$ cat src/rtl/keypad_scanner_pkg.sv
// Shared keypad constants and small helpers for the scanner.
package keypad_scanner_pkg;

  localparam int unsigned KEYPAD_ROWS = 4;
  localparam int unsigned KEYPAD_COLS = 4;
  localparam int unsigned ROW_W       = 2;
  localparam int unsigned COL_W       = 2;
  localparam int unsigned CODE_W      = ROW_W + COL_W;

  // key_code packing is {row[1:0], col[1:0]}; r0: 1 2 3 A | r1: 4 5 6 B | r2: 7 8 9 C | r3: * 0 # D
  localparam logic [CODE_W-1:0] KEY_0    = 4'b1101;
  localparam logic [CODE_W-1:0] KEY_ASS  = 4'b1100;
  localparam logic [CODE_W-1:0] KEY_HASH = 4'b1110;
  localparam logic [CODE_W-1:0] KEY_D    = 4'b1111;

  // Index of the lowest-numbered active-low row; 0 when none is low.
  function automatic logic [ROW_W-1:0] lowest_low_row(input logic [KEYPAD_ROWS-1:0] rows);
    logic [ROW_W-1:0] idx;
    idx = '0;
    for (int i = int'(KEYPAD_ROWS) - 1; i >= 0; i--) begin
      if (!rows[i]) idx = ROW_W'(i);
    end
    return idx;
  endfunction

  // Active-low one-hot column drive for a column index.
  function automatic logic [KEYPAD_COLS-1:0] col_drive(input logic [COL_W-1:0] idx);
    return ~(KEYPAD_COLS'(1) << idx);
  endfunction

endpackage

$ cat src/rtl/sync_2ff.sv
// Two-flop synchronizer for asynchronous input pins.
module sync_2ff #(
  parameter int unsigned     WIDTH     = 4,
  parameter logic [WIDTH-1:0] RESET_VAL = '0
) (
  input  logic             clk,
  input  logic             reset_in,
  input  logic [WIDTH-1:0] d,
  output logic [WIDTH-1:0] q
);

  logic [WIDTH-1:0] meta;

  // Two register stages; reset value chosen to match the idle pin level.
  always_ff @(posedge clk) begin
    if (reset_in) begin
      meta <= RESET_VAL;
      q    <= RESET_VAL;
    end else begin
      meta <= d;
      q    <= meta;
    end
  end

endmodule

$ cat src/rtl/keypad_scanner.sv
// 4x4 matrix keypad scanner: column scan, debounce, one key event per press.
module keypad_scanner
  import keypad_scanner_pkg::*;
#(
  parameter int unsigned SCAN_CYCLES     = 1000,
  parameter int unsigned DEBOUNCE_CYCLES = 200000
) (
  input  logic                   clk,
  input  logic                   reset_in,
  input  logic [KEYPAD_ROWS-1:0] row_in,
  output logic [KEYPAD_COLS-1:0] col_out,
  output logic [CODE_W-1:0]      key_code,
  output logic                   data_ready
);

  localparam int unsigned CNT_MAX = (SCAN_CYCLES > DEBOUNCE_CYCLES) ? SCAN_CYCLES : DEBOUNCE_CYCLES;
  localparam int unsigned CNT_W   = $clog2(CNT_MAX);
  localparam logic [CNT_W-1:0] SCAN_LAST = CNT_W'(SCAN_CYCLES - 1);
  localparam logic [CNT_W-1:0] DEB_LAST  = CNT_W'(DEBOUNCE_CYCLES - 1);

  typedef enum logic [1:0] {
    ST_SCAN    = 2'd0,
    ST_PRESS   = 2'd1,
    ST_EMIT    = 2'd2,
    ST_RELEASE = 2'd3
  } state_t;

  state_t              state, state_n;
  logic [COL_W-1:0]    col_idx, col_idx_n;
  logic [ROW_W-1:0]    row_lat, row_lat_n;
  logic [CNT_W-1:0]    cnt, cnt_n;
  logic [CODE_W-1:0]   key_code_n;
  logic                data_ready_n;
  logic [KEYPAD_ROWS-1:0] rs;

  sync_2ff #(
    .WIDTH     (KEYPAD_ROWS),
    .RESET_VAL ('1)
  ) u_row_sync (
    .clk      (clk),
    .reset_in (reset_in),
    .d        (row_in),
    .q        (rs)
  );

  // State, shared counter and registered outputs.
  always_ff @(posedge clk) begin
    if (reset_in) begin
      state      <= ST_SCAN;
      col_idx    <= '0;
      col_out    <= col_drive('0);
      row_lat    <= '0;
      cnt        <= '0;
      key_code   <= '0;
      data_ready <= 1'b0;
    end else begin
      state      <= state_n;
      col_idx    <= col_idx_n;
      col_out    <= col_drive(col_idx_n);
      row_lat    <= row_lat_n;
      cnt        <= cnt_n;
      key_code   <= key_code_n;
      data_ready <= data_ready_n;
    end
  end

  // Scan / debounce-press / emit / debounce-release sequencing.
  always_comb begin
    state_n      = state;
    col_idx_n    = col_idx;
    row_lat_n    = row_lat;
    cnt_n        = cnt;
    key_code_n   = key_code;
    data_ready_n = 1'b0;

    case (state)
      ST_SCAN: begin
        if (cnt == SCAN_LAST) begin
          cnt_n = '0;
          if (rs != '1) begin
            row_lat_n = lowest_low_row(rs);
            state_n   = ST_PRESS;
          end else begin
            col_idx_n = col_idx + COL_W'(1);
          end
        end else begin
          cnt_n = cnt + CNT_W'(1);
        end
      end

      ST_PRESS: begin
        if (rs[row_lat]) begin
          // Bounce: retry the same column from a fresh scan window.
          state_n = ST_SCAN;
          cnt_n   = '0;
        end else if (cnt == DEB_LAST) begin
          state_n      = ST_EMIT;
          cnt_n        = '0;
          key_code_n   = {row_lat, col_idx};
          data_ready_n = 1'b1;
        end else begin
          cnt_n = cnt + CNT_W'(1);
        end
      end

      ST_EMIT: begin
        state_n = ST_RELEASE;
        cnt_n   = '0;
      end

      ST_RELEASE: begin
        if (!rs[row_lat]) begin
          cnt_n = '0;
        end else if (cnt == DEB_LAST) begin
          state_n   = ST_SCAN;
          col_idx_n = col_idx + COL_W'(1);
          cnt_n     = '0;
        end else begin
          cnt_n = cnt + CNT_W'(1);
        end
      end

      default: begin
        state_n = ST_SCAN;
        cnt_n   = '0;
      end
    endcase
  end

endmodule

$ cat config.mk
export PLATFORM = sky130hd
export DESIGN_NAME = keypad_scanner
export DESIGN_NICKNAME = d
export VERILOG_FILES = /design/src/rtl/keypad_scanner_pkg.sv /design/src/rtl/sync_2ff.sv /design/src/rtl/keypad_scanner.sv
export SDC_FILE = /design/constraint.sdc
export NUM_CORES = 1
export LEC_CHECK = 0
export ABC_CLOCK_PERIOD_IN_PS = 3000
export CORE_ASPECT_RATIO = 1.4
export CORE_MARGIN = 1
export CORE_UTILIZATION = 46
export DETAILED_ROUTE_END_ITERATION = 7
export MAX_ROUTING_LAYER = met4
export PLACE_DENSITY = 0.65
export SETUP_SLACK_MARGIN = 0.02
export SLEW_MARGIN = 20
export SYNTH_ARGS = -nofsm -noshare
export SYNTH_HDL_FRONTEND = slang
export SYNTH_HIERARCHICAL = 1
export SYNTH_SLANG_ARGS = --single-unit
$ cat constraint.sdc
create_clock -name clk -period 3 [get_ports clk]
set_clock_uncertainty 0.05 [all_clocks]
set_input_delay 0.3 -clock clk [delete_from_list [all_inputs] [get_ports clk]]
set_output_delay 0.3 -clock clk [all_outputs]
set_load 0.05 [all_outputs]
**Word level (Yosys, flattened, before mapping)**

Cells that the tools add are included.

- Muxes and demuxes: 24
- Equal/unequal tests: 11
- Add/subtract/negate cells: 2
- Shifts and indexed selects: 1
- Bitwise operators: 3
- Reductions and logical operators: 5
- Magnitude comparators: 1

Operators by type and width:

| kind | count |
|---|---|
| 18-bit 2-to-1 mux | 4 |
| 18-bit case mux with 4 select lines | 1 |
| 2-bit 2-to-1 mux | 14 |
| 18-bit by 1-bit adder with 18-bit output (second input constant) | 1 |
| 18-bit by 10-bit == test with 1-bit output (second input constant) | 1 |
| 18-bit == test (second input constant) | 1 |
| 2-bit inequality test (second input constant) | 4 |
| 2-bit case mux with 4 select lines | 1 |
| 3-bit AND reduction | 2 |
| 5-bit AND reduction | 1 |
| 2-bit == test (second input constant) | 2 |
| 4-bit inequality test (second input constant) | 1 |
| 4-bit inverter | 1 |
| 2-bit case mux with 2 select lines | 1 |
| 1-bit by 2-bit left shift with 4-bit output (first input constant) | 1 |
| 2-bit by 3-bit < comparator with 1-bit output (second input constant) | 1 |
| 3-bit inequality test (second input constant) | 1 |
| 3-bit OR reduction | 1 |
| 2-bit by 1-bit adder with 2-bit output (second input constant) | 1 |
| 1-bit binary-select mux with 2-bit select | 1 |
| 2-bit by 1-bit == test with 1-bit output (second input constant) | 1 |
| 2-bit zero test | 1 |
| 1-bit 2-to-1 mux | 2 |
| 1-bit inverter | 2 |

- Register bits: 41
- Output and inout port bits: 9
- Word-level logic and storage cells: 56

**Longest topological paths before layout**

- Depth in word-level cells: 6
- Mapped depth: 8
- Gate-level depth less buffers: 7

**Hierarchy**

The synthesis kept the hierarchy.

By module, submodules not included:

| module | instances | cells each | area an instance (µm²) |
|---|---|---|---|
| keypad_scanner | 1 | 194 | 1677.9 |
| sync_2ff | 1 | 16 | 210.2 |

**Worst setup path after synthesis**

OpenSTA, ideal clock, no wires.

- Kind: register to register
- From: register cnt[13]
- To: register col_out[1]
- Stages on the path, launching flop included: 7
- Buffers on the path: 1
- Arrival: 2366 ps
- Data required time: 2830 ps
- Setup slack: 465 ps
- Setup time: 120 ps
- Cells stage by stage: dfxtp_1 or4_4 or4_1 buf_2 or4_4 a2111o_1 o31a_1

- Longest elaborated chain between the ends: 6
- Elaborated cells on any way between the ends: 8
- Those cells by class: eq/ne: 2; shift: 1; mux: 4; bitwise: 1

RTL lines:

| element | line | text |
|---|---|---|
| start: declaration | keypad_scanner.sv:31 | `logic [CNT_W-1:0] cnt, cnt_n;` |
| start signal: assignment | keypad_scanner.sv:61 | `cnt <= cnt_n;` |
| 18-bit == test | keypad_scanner.sv:114 | `end else if (cnt == DEB_LAST) begin` |
| 2-bit 2-to-1 mux | keypad_scanner.sv:114 |  |
| 2-bit 2-to-1 mux | keypad_scanner.sv:112 | `if (!rs[row_lat]) begin` |
| 2-bit case mux with 2 select lines * | keypad_scanner.sv:76 | `case (state)` |
| 1-bit by 2-bit left shift with 4-bit output * | keypad_scanner_pkg.sv:28 | `return ~(KEYPAD_COLS'(1) << idx);` |
| 4-bit inverter * | keypad_scanner_pkg.sv:28 |  |
| end signal: assignment | keypad_scanner.sv:51 | `col_out <= col_drive('0);` |
| end signal: assignment | keypad_scanner.sv:59 | `col_out <= col_drive(col_idx_n);` |
| end: declaration | keypad_scanner.sv:11 | `output logic [KEYPAD_COLS-1:0] col_out,` |

Every way passes the cells marked *; elsewhere a longest branch is shown, timed or not.
A chain may end at the register's enable or synchronous reset.

**Worst setup path after layout**

Same ends and word-level chain as after synthesis.

==> reports/metrics.csv <==
metric,value,unit
status,"finished, final reports clean",
setup_violations,0,
fillers,360,
synth_edf_count,0,
die_h,77.81,µm
cts_tree,built,
n_antenna_cell,0,
finalSetupTns,0,ns
grt_max_degree,19,
syn-instance-count,210,
crit_type,reg2reg,
worstMarginPinSlew,0.5756,ns
ys_ff_latch,41,
path_buf_inv,0,
maxSlewHeadroom,61.30,%
num_vias,1522,
slew_violations,0,
wl_per_cell,14.11,µm
synthTopCellsByCount,"41 x dfxtp_1, 32 x nor2_1, 16 x nand2_1, 9 x inv_1",
start_util,48.18,%
p_leak,0.7971,nW
post_cts_buffers,0,
layout.nets,238,
synth_top_cell_area_share,43.47,%
grt_antenna_before_repair,0,
startpoint_type,flip-flop,
crit_fanout,6,
finalPower,0.001106,W
io_pins,15,
vias_per_cell,5.616,
grt.overflow.total,0,
crit_family,simple AND/OR/NAND/NOR gates,
grtUsageTotal,19.32,%
routed_wl,3825,µm
max_stage_delay,0.56,ns
ctsHtreeMaxLevel,2,
syn_area,1888,µm²
cts_root_buf,clkbuf_8,
crit_chain,or4_4 > or4_1 > or4_4 > a2111o_1 > o31a_1,
clk_pin_slew_worst_paths,0.08,ns
syn_to_final_growth,16.04,%
drt-initial-drc-count,22,
fmax,379.2,MHz
synth.largest_area_cell,dfxtp_1,
crit_arrival,2.78,ns
finalCritPeriodShare,87.91,%
clock_path_buffers,2,
core,3919,µm²
clock_sinks,41,
numCtsBuffers,5,
holdCritPathClass,reg2reg,
hpwlAfterDp,2829,µm
hold_viol,0,
row_count,27,
syn_nets,221,
cp_common_cell,or4_4,
die_x,56.15,µm
grt_pass1_wl,6410,µm
drc,0,
routabilityCongestion,0.8845,
synthArstFlopShare,0,%
yosysWarnings,6,
critPathCaptureType,flip-flop,
grt_pass1_vias,1485,
cts_resized,0,
io_buffers,14,
synthTopCellsByArea,"dfxtp_1 43%, nor2_1 6.4%, xnor2_1 3.7%",
synth_ff_type,dfxtp_1,
clkLatencyLatePin,0.30,ns
cp_data_required_time,3.14,ns
maxCapViolations,0,
drive_gt1_share,7.018,%
post-synth-top-count-cell,dfxtp_1,
layout_min_cycle_time,2.637,ns
avgSynthCellArea,8.991,µm²
ant_nets,0,
ys_seq_area_share,43.47,%
firstDrtPassIters,4,
postCtsHoldBufs,0,
power_density,504.6,nW/µm²
yosys.cell_types.count,45,
ir_drop,0.0004311,V
cpMaxStageDelayCell,or4_4,
rsz0062_at_grt,no,
die-area,4368,µm²
## area by class of cell
cell class              instances  area (µm²)  area share [%]
well taps                      43       53.80           2.456
inverters                       9       33.78           1.542
flip-flops and latches         41       820.8           37.46
repair buffers                 16       155.1           7.082
clock inverters                 2       37.54           1.713
multi-input cells             154        1007           45.97
clock buffers                   6       82.58           3.769
## path summary, 6_finish.rpt
check                                 from                         end  slack, ns  cells past startpoint
min reg2reg  u_row_sync/meta[3]$_SDFF_PP1_  u_row_sync/q[3]$_SDFF_PP1_       0.36                      1
max reg2reg             cnt[13]$_SDFF_PP0_       col_out[1]$_SDFF_PP1_       0.36                      5
max                     cnt[13]$_SDFF_PP0_       col_out[1]$_SDFF_PP1_       0.36                      5
min          u_row_sync/meta[3]$_SDFF_PP1_  u_row_sync/q[3]$_SDFF_PP1_       0.36                      1
## placed cells by master (no fill, tap or decap), types with 5 or more instances in the layout
| master | n |
|---|---|
| xnor2_1 | 8 |
| nor3_1 | 8 |
| or2_1 | 8 |
| xor2_1 | 8 |
| clkbuf_8 | 6 |
| clkdlybuf4s50_1 | 14 |
| ha_1 | 5 |
| nand2_1 | 16 |
| nand3_1 | 6 |
| nand4_1 | 7 |
| mux2i_1 | 6 |
| nor2_1 | 32 |
| inv_1 | 9 |
| dfxtp_1 | 41 |
## metrics by stage
stage | instances | hold slack [ns] | worst slack, ns | util [%] | cell area (µm²)
after global routing | 271 | 0.3861 | 0.2545 | 55.91 | 2191
after CTS | 271 | 0.3608 | 0.3596 | 55.91 | 2191
after detailed placement | 263 | 0.3421 | 0.3806 | 52.84 | 2071
after floorplan | 210 | 0.3332 | 0.4648 | - | 1888
after global placement | 263 | 0.3361 | 0.4283 | 52.84 | 2071
final | 271 | 0.3593 | 0.3627 | 55.91 | 2191
## report_power, final
| group | switching, W | internal, W | leakage [nW] |
|---|---|---|---|
| logic | 0.0000442 | 0.0000303 | 0.407 |
| registers | 0.00000996 | 0.000556 | 0.333 |
| clock network | 0.000195 | 0.000270 | 0.0574 |
| total | 0.000249 | 0.000857 | 0.797 |
## layer usage
layer	track usage (%)	wire length [µm]
met1	19.56	1556
met2	33.10	2009
met3	4.667	99
met4	11.95	159
met5	-	0
## kinds of logic (layout without fill, tap and decap cells)
logic type	count (synthesis)	in the layout	share of synthesized area, %
AO/OA/AOI/OAI	26	26	10.40
XOR/XNOR	16	16	7.422
adder cells (fa/ha/maj)	5	5	3.313
buffers and inverters	15	33	3.181
flip-flops	41	41	43.47
multiplexers	7	7	4.374
AND/OR/NAND/NOR	100	100	27.83
## flip-flops by register name, indices dropped and copies added (netlist names), named ones only
register / cells
cnt: 18
col_idx: 2
col_out: 4
data_ready: 1
key_code: 4
row_lat: 2
state: 1
u_row_sync/meta: 4
u_row_sync/q: 4
Power figures use the tool's default switching activity.
